**src/rtl/wb_pkg.sv**
```systemverilog
// ============================================================================
// Module  : wb_pkg
// Purpose : Shared types and codes for the write-back stage.
// Revision: 1.0 - initial release
// ============================================================================
`default_nettype none

package wb_pkg;

  typedef enum logic [1:0] {
    IDLE     = 2'd0,
    WAIT_MEM = 2'd1,
    COMMIT   = 2'd2
  } wb_state_t;

  localparam logic [1:0] LS_WORD = 2'b00;
  localparam logic [1:0] LS_HALF = 2'b01;
  localparam logic [1:0] LS_BYTE = 2'b10;

endpackage

`default_nettype wire

```
**src/rtl/wb_load_align.sv**
```systemverilog
// ============================================================================
// Module  : wb_load_align
// Purpose : Little-endian load-data alignment with sign/zero extension.
// Revision: 1.0 - initial release
// ============================================================================
`default_nettype none

module wb_load_align
  import wb_pkg::*;
#(
  parameter int DATA_W = 32
) (
  input  logic [DATA_W-1:0] rdata,
  input  logic [1:0]        load_size,
  input  logic              load_unsigned,
  input  logic [1:0]        addr_lo,
  output logic [DATA_W-1:0] data
);

  logic [7:0]  w_byte;
  logic [15:0] w_half;
  logic        w_byte_ext;
  logic        w_half_ext;

  always_comb begin
    w_byte     = rdata[{addr_lo, 3'b000} +: 8];
    w_half     = addr_lo[1] ? rdata[31:16] : rdata[15:0];
    w_byte_ext = load_unsigned ? 1'b0 : w_byte[7];
    w_half_ext = load_unsigned ? 1'b0 : w_half[15];
    data       = rdata;
    // Reserved size code 2'b11 falls through to a full-word load.
    case (load_size)
      LS_HALF: data = {{(DATA_W-16){w_half_ext}}, w_half};
      LS_BYTE: data = {{(DATA_W-8){w_byte_ext}}, w_byte};
      default: data = rdata;
    endcase
  end

endmodule

`default_nettype wire

```
**src/rtl/wb_write_back.sv**
```systemverilog
// ============================================================================
// Module  : wb_write_back
// Purpose : Write-back stage: retires ALU results and loads into the regfile.
// Revision: 1.0 - initial release
// ============================================================================
`default_nettype none

module wb_write_back
  import wb_pkg::*;
#(
  parameter int DATA_W = 32,
  parameter int REG_AW = 5
) (
  input  logic              clk,
  input  logic              reset_n,
  input  logic              in_valid,
  output logic              in_ready,
  input  logic              in_reg_write,
  input  logic              in_mem_to_reg,
  input  logic [1:0]        in_load_size,
  input  logic              in_load_unsigned,
  input  logic [1:0]        in_addr_lo,
  input  logic [DATA_W-1:0] in_alu_result,
  input  logic [REG_AW-1:0] in_dest,
  input  logic              mem_rvalid,
  input  logic [DATA_W-1:0] mem_rdata,
  output logic              RegWrite,
  output logic [REG_AW-1:0] write_register,
  output logic [DATA_W-1:0] write_data,
  output logic              fwd_valid,
  output logic [REG_AW-1:0] fwd_reg,
  output logic [DATA_W-1:0] fwd_data,
  output logic [31:0]       retired_count
);

  wb_state_t         r_state;
  wb_state_t         w_state_next;
  logic              w_accept;
  logic              w_load_done;
  logic [DATA_W-1:0] w_aligned;

  logic              r_reg_write;
  logic [1:0]        r_load_size;
  logic              r_load_unsigned;
  logic [1:0]        r_addr_lo;
  logic              r_commit_we;
  logic [REG_AW-1:0] r_wr_reg;
  logic [DATA_W-1:0] r_wr_data;
  logic [31:0]       r_count;

  assign in_ready    = (r_state == IDLE) || (r_state == COMMIT);
  assign w_accept    = in_valid && in_ready;
  assign w_load_done = (r_state == WAIT_MEM) && mem_rvalid;

  always_ff @(posedge clk or negedge reset_n) begin
    if (!reset_n) r_state <= IDLE;
    else          r_state <= w_state_next;
  end

  always_comb begin
    w_state_next = r_state;
    case (r_state)
      IDLE, COMMIT: begin
        if (w_accept) w_state_next = in_mem_to_reg ? WAIT_MEM : COMMIT;
        else          w_state_next = IDLE;
      end
      WAIT_MEM: if (mem_rvalid) w_state_next = COMMIT;
      default:  w_state_next = IDLE;
    endcase
  end

  wb_load_align #(.DATA_W(DATA_W)) u_align (
    .rdata         (mem_rdata),
    .load_size     (r_load_size),
    .load_unsigned (r_load_unsigned),
    .addr_lo       (r_addr_lo),
    .data          (w_aligned)
  );

  // Commit outputs are loaded on the edge that enters COMMIT, so they are
  // registered and valid for exactly the COMMIT cycle.
  always_ff @(posedge clk or negedge reset_n) begin
    if (!reset_n) begin
      r_reg_write     <= 1'b0;
      r_load_size     <= LS_WORD;
      r_load_unsigned <= 1'b0;
      r_addr_lo       <= 2'b00;
      r_commit_we     <= 1'b0;
      r_wr_reg        <= '0;
      r_wr_data       <= '0;
      r_count         <= 32'd0;
    end else begin
      r_commit_we <= 1'b0;
      if (w_accept) begin
        r_reg_write     <= in_reg_write;
        r_load_size     <= in_load_size;
        r_load_unsigned <= in_load_unsigned;
        r_addr_lo       <= in_addr_lo;
        r_wr_reg        <= in_dest;
        r_wr_data       <= in_alu_result;
        if (!in_mem_to_reg) r_commit_we <= in_reg_write && (in_dest != '0);
      end else if (w_load_done) begin
        r_wr_data   <= w_aligned;
        r_commit_we <= r_reg_write && (r_wr_reg != '0);
      end
      if (w_state_next == COMMIT) r_count <= r_count + 32'd1;
    end
  end

  assign RegWrite       = r_commit_we;
  assign write_register = r_wr_reg;
  assign write_data     = r_wr_data;
  assign fwd_valid      = r_commit_we;
  assign fwd_reg        = r_wr_reg;
  assign fwd_data       = r_wr_data;
  assign retired_count  = r_count;

endmodule

`default_nettype wire

```
**config.mk**
```make
export PLATFORM = sky130hd
export DESIGN_NAME = wb_write_back
export DESIGN_NICKNAME = d
export VERILOG_FILES = /design/src/rtl/wb_pkg.sv /design/src/rtl/wb_load_align.sv /design/src/rtl/wb_write_back.sv
export SDC_FILE = /design/constraint.sdc
export NUM_CORES = 1
export LEC_CHECK = 0
export CAP_MARGIN = 20
export CORE_MARGIN = 4
export CORE_UTILIZATION = 40
export DETAILED_ROUTE_END_ITERATION = 10
export HOLD_SLACK_MARGIN = 0.12
export PLACE_DENSITY = 0.87
export SYNTH_ARGS = -nofsm -noshare
export SYNTH_HDL_FRONTEND = slang
export SYNTH_SLANG_ARGS = --single-unit
```
**constraint.sdc**
```tcl
create_clock -name clk -period 3.25 [get_ports clk]
set_clock_uncertainty 0.2 [all_clocks]
set_input_delay 0.975 -clock clk [delete_from_list [all_inputs] [get_ports clk]]
set_output_delay 0.975 -clock clk [all_outputs]
set_load 0.02 [all_outputs]
```
# Word-level counts from Yosys, hierarchy flattened
# Index checks and enable logic that the tools add are counted.
[op_classes]
n_reduce_logical = 10
mux = 13
addsub = 1
n_eq_ne = 5
shifts = 1
[ops]
columns = ["cell", "count"]
rows = [
  ["two-way mux 32 bit", 2],
  ["case mux 32 bit (2 select lines)", 1],
  ["adder 32 x 1 -> 32 bit, second input constant", 1],
  ["indexed part select 32 x 6 -> 8 bit", 1],
  ["two-way mux 16 bit", 1],
  ["nonzero test 5 bit", 2],
  ["== test 2 bit, second input constant", 3],
  ["two-way mux 2 bit", 3],
  ["two-way mux 1 bit", 5],
  ["== test 2 x 1 -> 1 bit, second input constant", 2],
  ["logical AND 1 bit", 4],
  ["case mux 2 bit (2 select lines)", 1],
  ["logical NOT 2 bit", 1],
  ["nonzero test 2 bit", 1],
  ["OR reduction 2 bit", 1],
  ["logical OR 1 bit", 1],
]
[totals]
in_bits = 80
out_inout_bits = 109
regBits = 78
word_cells = 39

# Longest topological paths before layout
# Gate-level depths: netlist (run 1).
[depth]
word_depth = 6
ltp_mapped = 9
mapped_depth_nobuf = 7

# Modules after synthesis
# Synthesis (run 1) repeated with hierarchy kept, for this count alone.
[unflattened]
hier_cells = 460
hier_area_um2 = 4583.1
[by_module_without_submodules]
columns = ["mod", "n_inst", "area_each_um2", "seq_area_each_um2", "cells_each"]
rows = [
  ["wb_write_back", 1, 3920.0, 1951.9, 353],
  ["wb_load_align", 1, 663.1, 0.0, 107],
]

# Least setup slack after synthesis (run 1)
# Ideal clock, no wire load.
[synth_timing]
kind = "input-to-reg"
from = "in mem_rvalid"
to = "reg r_count[24], in the netlist retired_count[24]"
slack_ps = 923
arrival_time_ps = 2047
t_required_ps = 2970
path_buffers = 1
setup_ps = 80
cell_stages = 6
path_cell_list = "and3b_1 > buf_4 > o2111a_2 > nand2_1 > nor4_1 > xor2_1"
[synth_via]
elab_chain_cells = 3
[synth_lines]
columns = ["item", "line_no", "rtl"]
rows = [
  ["from (decl)", "wb_write_back.sv:25", "input logic mem_rvalid,"],
  ["two-way mux 2 bit", "wb_write_back.sv:67", "WAIT_MEM: if (mem_rvalid) w_state_next = COMMIT;"],
  ["case mux 2 bit (2 select lines)", "wb_write_back.sv:62", "case (r_state)"],
  ["== test 2 bit", "wb_write_back.sv:106", "if (w_state_next == COMMIT) r_count <= r_count + 32'd1;"],
  ["to (signal assigned)", "wb_write_back.sv:106", ""],
  ["to (decl)", "wb_write_back.sv:49", "logic [31:0] r_count;"],
]
# Every way passes these cells.
# A chain may end at the register's enable or synchronous reset.

# Worst setup path in the final report (run 1)
[layout_timing]
from = "in mem_rdata[15]"
to = "reg r_wr_data[27], in the netlist fwd_data[27]"
[layout_via]
elab_chain_cells = 5
word_cells_on_any_way = 7
classes_between = "shift: 1; mux: 6"
[layout_lines]
columns = ["item", "line_no", "rtl"]
rows = [
  ["from (decl)", "wb_write_back.sv:26", "input logic [DATA_W-1:0] mem_rdata,"],
  ["indexed part select 32 x 6 -> 8 bit or two-way mux 16 bit (tied branches)", "wb_load_align.sv:26, wb_load_align.sv:27", ""],
  ["two-way mux 1 bit, on equally long branches", "wb_load_align.sv:28, wb_load_align.sv:29", ""],
  ["case mux 32 bit (2 select lines) (*)", "wb_load_align.sv:32", "case (load_size)"],
  ["two-way mux 32 bit (*)", "wb_write_back.sv:102", "end else if (w_load_done) begin"],
  ["two-way mux 32 bit (*)", "wb_write_back.sv:94", "if (w_accept) begin"],
  ["to (signal assigned)", "wb_write_back.sv:100", "r_wr_data <= in_alu_result;"],
  ["to (signal assigned)", "wb_write_back.sv:103", "r_wr_data <= w_aligned;"],
  ["to (decl)", "wb_write_back.sv:48", "logic [DATA_W-1:0] r_wr_data;"],
]
# Every way passes the cells marked *; elsewhere a longest branch is shown, timed or not. The select of a mux whose other input is x is not followed.

==> results of run 1 <==
## cells in the mapped netlist, drive strengths merged (2+ instances only)
cell type / n / area share
o21ai: 30 / 0.039
xnor2: 17 / 0.036
mux2: 3 / 0.0081
inv: 14 / 0.013
clkbuf: 13 / 0.012
buf: 45 / 0.077
o211ai: 2 / 0.0036
a22oi: 8 / 0.014
and4: 6 / 0.014
a221oi: 7 / 0.015
ha: 3 / 0.0090
mux2i: 7 / 0.017
nand3: 7 / 0.0084
nand2: 64 / 0.057
and2: 2 / 0.0030
and3: 4 / 0.0060
nand4: 9 / 0.021
or4: 2 / 0.0036
nor4: 8 / 0.020
nor2: 16 / 0.014
dfrtp: 78 / 0.47
nor3: 16 / 0.019
a21oi: 29 / 0.035
o22ai: 23 / 0.034
nor2b: 4 / 0.0060
xor2: 14 / 0.029
## placed cells by master (no fill, tap or decap), drive strengths merged, types with 2 or more instances in the layout
cell type / Yosys / routed
clkdlybuf4s50: 0 / 187
dfrtp: 78 / 78
nand2: 64 / 64
o21ai: 30 / 30
a21oi: 29 / 29
o22ai: 23 / 23
xnor2: 17 / 17
nor2: 16 / 16
nor3: 16 / 16
inv: 14 / 15
xor2: 14 / 14
buf: 45 / 11
clkbuf: 13 / 10
nand4: 9 / 9
a22oi: 8 / 8
nor4: 8 / 8
nand3: 7 / 7
mux2i: 7 / 7
a221oi: 7 / 7
and4: 6 / 6
and3: 4 / 4
nor2b: 4 / 4
mux2: 3 / 3
ha: 3 / 3
clkinvlp: 0 / 3
or4: 2 / 2
o211ai: 2 / 2
and2: 2 / 2
clkinv: 1 / 2
## power by group through the flow
stage | combinational [uW] | clock, uW | sequential, uW
after global placement | 1390 | 0 | 1290
after CTS | 1420 | 789 | 1290
after detailed placement | 1410 | 0 | 1310
after global routing | 1510 | 830 | 1310
after floorplan | 646 | 0 | 1430
final | 1410 | 769 | 1290
## cell families (layout without fill, tap and decap cells)
group / after synthesis / in the layout
flops: 78 / 78
simple gates: 144 / 144
fa+ha+maj: 3 / 3
buf+inv: 73 / 229
xor+xnor: 31 / 31
mux: 10 / 10
compound gates: 103 / 103
## cell type report
type,count,area share
inverters,15,0.009135
repair buffers,198,0.3191
clock buffers,10,0.02233
clock inverters,6,0.01137
flip-flops and latches,78,0.3167
multi-input cells,291,0.2937
well taps,136,0.02761
## layer usage
| layer | up-vias | part of all wire |
|---|---|---|
| li1 | 1828 | - |
| met1 | 1903 | 0.37 |
| met2 | 211 | 0.50 |
| met3 | 38 | 0.090 |
| met4 | 0 | 0.039 |
| met5 | - | 0 |
## final timing paths
kind | start | end | cells after the start
worst max-delay path | mem_rdata[15] | fwd_data[27]$_DFFE_PN0P_ | 6
min in group asynchronous | reset_n | fwd_data[21]$_DFFE_PN0P_ | 1
worst min register to register | retired_count[31]$_DFFE_PN0N_ | retired_count[31]$_DFFE_PN0N_ | 1
max in group asynchronous | reset_n | fwd_data[2]$_DFFE_PN0P_ | 2
worst min-delay path | retired_count[31]$_DFFE_PN0N_ | retired_count[31]$_DFFE_PN0N_ | 1
worst max register to register | r_load_size[0]$_DFFE_PN0N_ | fwd_data[27]$_DFFE_PN0P_ | 7
## worst register-to-register path: cells and delay by family, from the launching register on
family	cells	cell delay (ns)
AO/OA/AOI/OAI	3	0.58
adder cells (fa/ha/maj)	1	0.20
buffers and inverters	1	0.07
flip-flops	1	0.37
AND/OR/NAND/NOR	2	1.08
## through the flow
stage                     utilization  hold slack, ns
after floorplan                     -          0.2346
after global placement         0.5795          0.2496
after detailed placement       0.5795          0.2771
after CTS                      0.5997          0.2917
after global routing           0.5997          0.3224
final                          0.5997          0.2897
==> impl_metrics.csv, run 1 <==
group,metric,value,unit
critical_path,crit_chain,"clkdlybuf4s50_1 -> mux2_2 -> o21ai_0 -> a211oi_1 -> nor2_1 -> a21oi_1",
die,die_y,110.3,microns
place,dp_slack,-0.03470,ns
clocking,cts_root_buf,"clkbuf_8",
min_path,holdCritPathClass,"reg -> reg",
synthesis,ys_seq_area_frac,0.4664,
layout,area_growth,47.26,%
synthesis,ys.flop_type,"dfrtp_1",
synthesis,synth_edf_count,0,
grt,grt_pass1_vias,4041,
job,maxCapViolations,0,
layout,final_layout_size_suffix_gt1_frac,0.07358,
power_and_ir_drop,p_leak,0.002573,uW
critical_path,critPathKind,"in -> reg",
die,start_util,0.4072,
synthesis,synthArstFlopShare,1.000,
drt,via_count,3980,
clocking,cts_setup_buffers,0,
drt,drt_iter0_drc,296,
layout,fin_nets,676,
grt,grt_max_degree,41,
critical_path,slowest_stage,"nor2_1",
clocking,cts.sinks,78,
synthesis,synth_xor_area_frac,0.06487,
die,die_area,0.01216,sq mm
critical_path,cp_max_fo,16,
place,place_inst,718,
die,coreArea,0.01028,sq mm
timing,maxSlewViolCount,0,
outcome,outcome,"completed",
timing,slew_headroom,0.2678,
place,place_area,0.005956,sq mm
critical_path,arrival,2.99,ns
grt,use_met1,0.2586,
clocking,clkTransAtPathRegs,0.09,ns
timing,finalSetupViolCount,0,
synthesis,synth_compound_area_frac,0.1489,
layout,n_fill_cell,851,
layout,finalNonFillerCells,734,
synthesis,synth_top_family_by_area,"simple AND/OR/NAND/NOR gates",
timing,min_period_over_period,0.9288,
timing,post-route-min-period,3.019,ns
drt,firstDrtPassIters,5,
critical_path,endpoint_kind,"flip-flop",
critical_path,startpoint_type,"input port",
die,num_io_pins,189,
grt,antenna_found_initial,0,
critical_path,required,3.22,ns
clocking,cts_hold_buf,0,
power_and_ir_drop,switching_share,0.3764,
drt,drc_errors,0,
power_and_ir_drop,cellPowerDensity,562.5,mW/mm^2
synthesis,synth_fa_ha_area_frac,0.008969,
drt,avgViaCountPerCell,5.422,
clocking,cts_buffers,9,
power_and_ir_drop,seq_power_share,0.371,
die,die_w,110.3,microns
drt,routed_wl,14070,microns
drt,route.detailed.wl_per_inst,19.17,microns
power_and_ir_drop,p_int,2162,uW
place,io_buffers,188,
synthesis,syn-num-nets,525,
power_and_ir_drop,clkPwrFrac,0.222,
clocking,cts-htree-levels,3,
synthesis,netlist_area,0.004185,sq mm
layout,multi_input_area,0.001810,sq mm
critical_path,slowest_delay,0.84,ns
timing,tightest_slew,1.094,ns
clocking,cts_tree,"yes",
power_and_ir_drop,ir_drop,388.7,uV
synthesis,syn-instance-count,442,
grt,grtUsageMet3,0.06407,
synthesis,ys_ff_latch,78,
drt,ant_nets,0,
clocking,clockBufferDepth,2,
timing,final-hold-violation-count,0,
critical_path,path_delay_family,"simple AND/OR/NAND/NOR gates",
timing,setup_ws,0.2314,ns
layout,n_antenna_cell,0,
grt,overflow,0,
power_and_ir_drop,comb_power_share,0.407,
grt,grt_busiest_layer,"met2",
grt,track_usage,0.2294,
power_and_ir_drop,finalPower,3467,uW
layout,design_area,0.006163,sq mm
critical_path,path_buf_inv,1,
grt,grt_pass1_wl,21180,microns
layout,regArea,0.001952,sq mm
synthesis,synthMuxAreaShare,0.02481,
grt,met2_usage,0.3964,
die,rows,37,
place,place.detailed.hpwl,10670,microns
power_and_ir_drop,switchingPower,1305,uW
critical_path,r2r_slack,0.58,ns
timing,rsz0062_at_grt,"no",
synthesis,yosys_warnings,0,
synthesis,avgSynthCellArea,9.469,sq um
timing,max_freq,331.3,MHz
synthesis,synthSimpleGateAreaFrac,0.1839,
synthesis,yosysUniqueCellTypes,45,
clocking,clk_latency,0.35,ns
timing,fin_setup_tns,0,ns
place,gp_congestion,0.8632,
clocking,post_cts_resized,0,
No activity file was read; power rests on OpenSTA's default activity.
==> run 2, diff against run 1 <==
--- a/config.mk
+++ b/config.mk
@@ -6,6 +6,7 @@
 export NUM_CORES = 1
 export LEC_CHECK = 0
 export CAP_MARGIN = 20
+export CORE_ASPECT_RATIO = 0.9
 export CORE_MARGIN = 4
 export CORE_UTILIZATION = 40
 export DETAILED_ROUTE_END_ITERATION = 10
==> run 2 against run 1 <==
Global-route usage shrank 2.1 points. First-iteration DRC count shrank 33%. Critical path depth is the same. Critical endpoint is now fwd_data[5]$_DFFE_PN0P_. Largest power group unchanged.
==> impl_metrics.csv, run 2 (synthesized netlist as in run 1, its figures left out) <==
group,metric,value,unit
drt,via_count,3932,
clocking,cts_root_buf,"clkbuf_16",
clocking,cts.sinks,78,
critical_path,cpMostUsedCell,"nor2b_1",
drt,drt_iter0_drc,198,
timing,finalSetupViolCount,0,
job,maxCapViolations,0,
drt,drc_errors,0,
layout,fin_nets,676,
clocking,cts_hold_buf,0,
layout,layout_common_cells,"187 x clkdlybuf4s50_1, 78 x dfrtp_1, 64 x nand2_1, 29 x a21oi_1, 28 x o21ai_0",
critical_path,cp_max_fo,15,
critical_path,slowest_stage,"nor2b_1",
layout,n_antenna_cell,0,
clocking,clk_latency,0.32,ns
die,coreArea,0.01025,sq mm
critical_path,arrival,2.78,ns
drt,route.detailed.wl_per_inst,17.78,microns
layout,final_layout_size_suffix_gt1_frac,0.07191,
grt,overflow,0,
critical_path,critPathKind,"reg -> reg",
critical_path,slowest_delay,0.57,ns
critical_path,required,3.28,ns
die,die_area,0.01217,sq mm
die,num_io_pins,189,
power_and_ir_drop,finalPower,3758,uW
min_path,holdCritPathClass,"reg -> reg",
place,io_buffers,188,
timing,rsz0062_at_grt,"no",
power_and_ir_drop,cellPowerDensity,599.4,mW/mm^2
clocking,post_cts_resized,0,
timing,post-route-min-period,2.748,ns
die,start_util,0.4084,
die,rows,35,
clocking,clockBufferDepth,2,
power_and_ir_drop,ir_drop,349.4,uV
drt,avgViaCountPerCell,5.409,
layout,area_growth,49.81,%
timing,maxSlewViolCount,0,
drt,ant_nets,0,
layout,final_common_cell,"clkdlybuf4s50_1",
grt,antenna_found_initial,0,
grt,grt_pass1_wl,20300,microns
drt,routed_wl,12920,microns
clocking,cts_setup_buffers,0,
clocking,cts-htree-levels,3,
outcome,outcome,"completed",
timing,slew_headroom,0.5925,
drt,firstDrtPassIters,6,
timing,final-hold-violation-count,0,
clocking,clkTransAtPathRegs,0.06,ns
timing,max_freq,363.8,MHz
place,gp_congestion,0.8245,
timing,tightest_slew,0.6100,ns
clocking,cts_tree,"yes",
die,die_y,105.0,microns
die,die_w,115.8,microns
critical_path,crit_chain,"inv_1 -> ha_1 -> nor2b_1 -> nor2b_1 -> a221oi_1 -> nor3_1",
grt,track_usage,0.2088,
place,place.detailed.hpwl,10150,microns
timing,min_period_over_period,0.8457,
critical_path,endpoint_kind,"flip-flop",
grt,grt_max_degree,47,
clocking,cts_buffers,9,
timing,fin_setup_tns,0,ns
power_and_ir_drop,p_leak,0.002633,uW
critical_path,startpoint_type,"flip-flop",
grt,grt_pass1_vias,4041,
-- run 2: routing by layer --
| layer | global-route usage | up-vias | routed length (microns) |
|---|---|---|---|
| met5 | 0 | - | 0 |
| met4 | 0.06794 | 0 | 335 |
| met3 | 0.04459 | 29 | 957 |
| met2 | 0.3546 | 170 | 6376 |
| met1 | 0.2624 | 1899 | 5253 |
| li1 | - | 1834 | - |
-- run 2: final timing paths --
check | startpoint | endpoint | slack [ns] | cells after the start
worst max register to register | r_load_size[0]$_DFFE_PN0N_ | fwd_data[5]$_DFFE_PN0P_ | 0.50 | 6
worst min register to register | r_state[1]$_DFF_PN0_ | r_state[0]$_DFF_PN0_ | 0.28 | 1
worst min-delay path | r_state[1]$_DFF_PN0_ | r_state[0]$_DFF_PN0_ | 0.28 | 1
min in group asynchronous | reset_n | fwd_data[31]$_DFFE_PN0P_ | 0.39 | 1
worst max-delay path | r_load_size[0]$_DFFE_PN0N_ | fwd_data[5]$_DFFE_PN0P_ | 0.50 | 6
max in group asynchronous | reset_n | fwd_reg[3]$_DFFE_PN0N_ | 1.87 | 2
-- run 2: layout make-up --
class / instances / area [sq um]
Timing Repair Buffer: 198 / 1967
Clock inverter: 6 / 93.84
Fill cell: 864 / 3978
Multi-Input combinational cell: 291 / 1810
Clock buffer: 10 / 229.0
Inverter: 15 / 56.30
Tap cell: 129 / 161.4
Sequential cell: 78 / 1952
-- run 2: power by group --
group | switching, uW | internal, uW | total [uW]
Sequential | 168 | 1120 | 1290
Clock | 398 | 680 | 1080
Combinational | 728 | 662 | 1390
Total | 1290 | 2460 | 3760
-- run 2: through the flow --
stage / util / area (sq um) / setup slack [ns] / std cells / hold slack [ns]
after global placement: 0.5803 / 5947 / 0.3367 / 711 / 0.2645
final: 0.6118 / 6270 / 0.5016 / 727 / 0.2823
after floorplan: - / 4185 / 0.9227 / 442 / 0.2346
after detailed placement: 0.5803 / 5947 / 0.2174 / 711 / 0.2627
after CTS: 0.6118 / 6270 / 0.5192 / 727 / 0.2843
after global routing: 0.6118 / 6270 / 0.3374 / 727 / 0.3077
-- run 2: critical path, delay by kind of cell (launching register included) --
kind	cells	cell delay, ns
adders and majority gates	1	0.49
and+or+nand+nor	3	1.36
DFF	1	0.35
AOI/OAI and AO/OA	1	0.19
buffers and inverters	1	0.06
==> run 3, diff against run 2 <==
--- a/config.mk
+++ b/config.mk
@@ -8,7 +8,7 @@
 export CAP_MARGIN = 20
 export CORE_ASPECT_RATIO = 0.9
 export CORE_MARGIN = 4
-export CORE_UTILIZATION = 40
+export CORE_UTILIZATION = 38
 export DETAILED_ROUTE_END_ITERATION = 10
 export HOLD_SLACK_MARGIN = 0.12
 export PLACE_DENSITY = 0.87
==> constraint.sdc (replaced) <==
create_clock -name clk -period 2.3 [get_ports clk]
set_clock_uncertainty 0.2 [all_clocks]
set_input_delay 0.69 -clock clk [delete_from_list [all_inputs] [get_ports clk]]
set_output_delay 0.69 -clock clk [all_outputs]
set_load 0.02 [all_outputs]
==> run 3 against run 2 <==
Setup slack got worse by 0.46 ns. Cell area rose by 2.9%. Die area rose by 4.9%.
==> impl_metrics.csv, run 3 (synthesized netlist as in run 1, its figures left out) <==
group,metric,value,unit
clocking,clk_latency,0.33,ns
layout,design_area,0.006450,sq mm
grt,overflow,0,
place,io_buffers,188,
timing,final-hold-violation-count,0,
power_and_ir_drop,p_leak,0.002976,uW
place,dp_slack,-0.2719,ns
critical_path,slowest_delay,0.64,ns
clocking,cts_hold_buf,0,
critical_path,cp_max_fo,3,
timing,max_freq,442.8,MHz
die,die_y,107.6,microns
critical_path,critPathKind,"reg -> out",
layout,n_antenna_cell,0,
critical_path,path_buf_inv,1,
grt,grt_pass1_wl,20820,microns
clocking,cts_buffers,9,
place,gp_congestion,0.8630,
power_and_ir_drop,ir_drop,571.9,uV
critical_path,worstReg2RegStart,"r_load_size[0]$_DFFE_PN0N_",
clocking,clockBufferDepth,2,
outcome,outcome,"completed",
drt,drt_iter0_drc,254,
critical_path,endpoint_kind,"output port",
clocking,cts-htree-levels,3,
clocking,cts.sinks,78,
die,num_io_pins,189,
layout,layout_common_cells,"163 x clkdlybuf4s50_1, 78 x dfrtp_1, 63 x nand2_1, 29 x a21oi_1, 28 x o21ai_0",
drt,avgViaCountPerCell,5.398,
layout,finalNonFillerCells,746,
grt,track_usage,0.2026,
timing,hold_ws,0.1274,ns
timing,maxSlewViolCount,0,
grt,grt_max_degree,37,
timing,finalSetupViolCount,0,
min_path,holdCritPathClass,"in -> async",
layout,fin_nets,691,
grt,grt_pass1_vias,4084,
critical_path,r2r-end,"fwd_data[6]$_DFFE_PN0P_",
drt,via_count,4027,
die,rows,36,
die,die_w,118.6,microns
timing,tightest_slew,0.5052,ns
layout,area_growth,54.11,%
layout,final_layout_size_suffix_gt1_frac,0.1044,
timing,rsz0062_at_grt,"no",
clocking,cts_setup_buffers,0,
drt,routed_wl,13290,microns
power_and_ir_drop,cellPowerDensity,818.1,mW/mm^2
timing,min_period_over_period,0.9818,
place,place.detailed.hpwl,10200,microns
timing,post-route-min-period,2.258,ns
grt,antenna_found_initial,0,
die,start_util,0.3872,
drt,ant_nets,0,
die,die_area,0.01276,sq mm
drt,drc_errors,0,
job,maxCapViolations,0,
clocking,cts_tree,"yes",
place,place_area,0.006087,sq mm
critical_path,required,1.41,ns
clocking,clkTransAtPathRegs,0.06,ns
critical_path,slowest_stage,"clkdlybuf4s50_1",
critical_path,r2r_slack,0.24,ns
die,coreArea,0.01081,sq mm
drt,route.detailed.wl_per_inst,17.82,microns
critical_path,path_delay_family,"buffers and inverters",
critical_path,startpoint_type,"flip-flop",
critical_path,crit_cells,1,
critical_path,reg2reg_depth,8,
clocking,cts_root_buf,"clkbuf_16",
drt,firstDrtPassIters,5,
timing,setup_ws,0.04187,ns
place,place_inst,730,
critical_path,arrival,1.37,ns
critical_path,crit_chain,"clkdlybuf4s50_1",
timing,slew_headroom,0.6632,
layout,final_common_cell,"clkdlybuf4s50_1",
==> run 3: changes by cell type in the layout (fill, tap and decap cells not counted), moves of 2 or more <==
| cell | delta |
|---|---|
| a221oi_1 | -2 |
| a221oi_2 | +2 |
| buf_12 | +2 |
| buf_4 | +13 |
| clkdlybuf4s50_1 | -24 |
| clkinv_4 | +2 |
| dlygate4sd2_1 | +9 |
| dlymetal6s2s_1 | +15 |
==> run 3: repair_timing <==
item | CTS | global route
resized for setup | 9 | 21
setup endpoints to repair | 9 | 21
pin swaps | 0 | 1
==> run 3: area by class of cell <==
type                    count  area [sq um]
fillers                   884          4360
well taps                 133         166.4
repair buffers            213          2131
clock buffers               9         225.2
flip-flops and latches     78          1952
inverters                  15         56.30
clock inverters             7         81.33
multi-input cells         291          1838
==> run 3: report_power, final <==
part	switching, uW	total (uW)	internal, uW
sequential	213	1800	1590
clock	584	1440	854
combinational	1070	2040	969
total	1870	5280	3410
==> run 3: through the flow <==
stage / TNS (ns) / power [uW] / util
floorplan: 0 / 2935 / -
global route: 0 / 5527 / 0.5966
CTS: 0 / 5310 / 0.5904
detailed placement: -9.171 / 3865 / 0.5631
finish: 0 / 5276 / 0.5966
global placement: -6.409 / 3801 / 0.5631
==> run 3: layer usage <==
layer | global-route usage | wire (microns) | vias to the layer above
li1 | - | - | 1859
met1 | 0.2436 | 5336 | 1952
met2 | 0.3517 | 6693 | 186
met3 | 0.06358 | 984 | 30
met4 | 0.05624 | 276 | 0
met5 | 0 | 0 | -
==> run 3: worst max-delay path by stage <==
stage | end | start | slack (ns)
floorplan | retired_count[24]$_DFFE_PN0N_ | mem_rvalid | 0.26
global placement | fwd_data[3]$_DFFE_PN0P_ | mem_rvalid | -0.27
CTS | retired_count[10] | retired_count[10]$_DFFE_PN0N_ | 0.006
detailed placement | fwd_data[3]$_DFFE_PN0P_ | mem_rvalid | -0.27
global route | fwd_reg[0] | fwd_reg[0]$_DFFE_PN0N_ | 0.005
finish | write_data[10] | fwd_data[10]$_DFFE_PN0P_ | 0.04
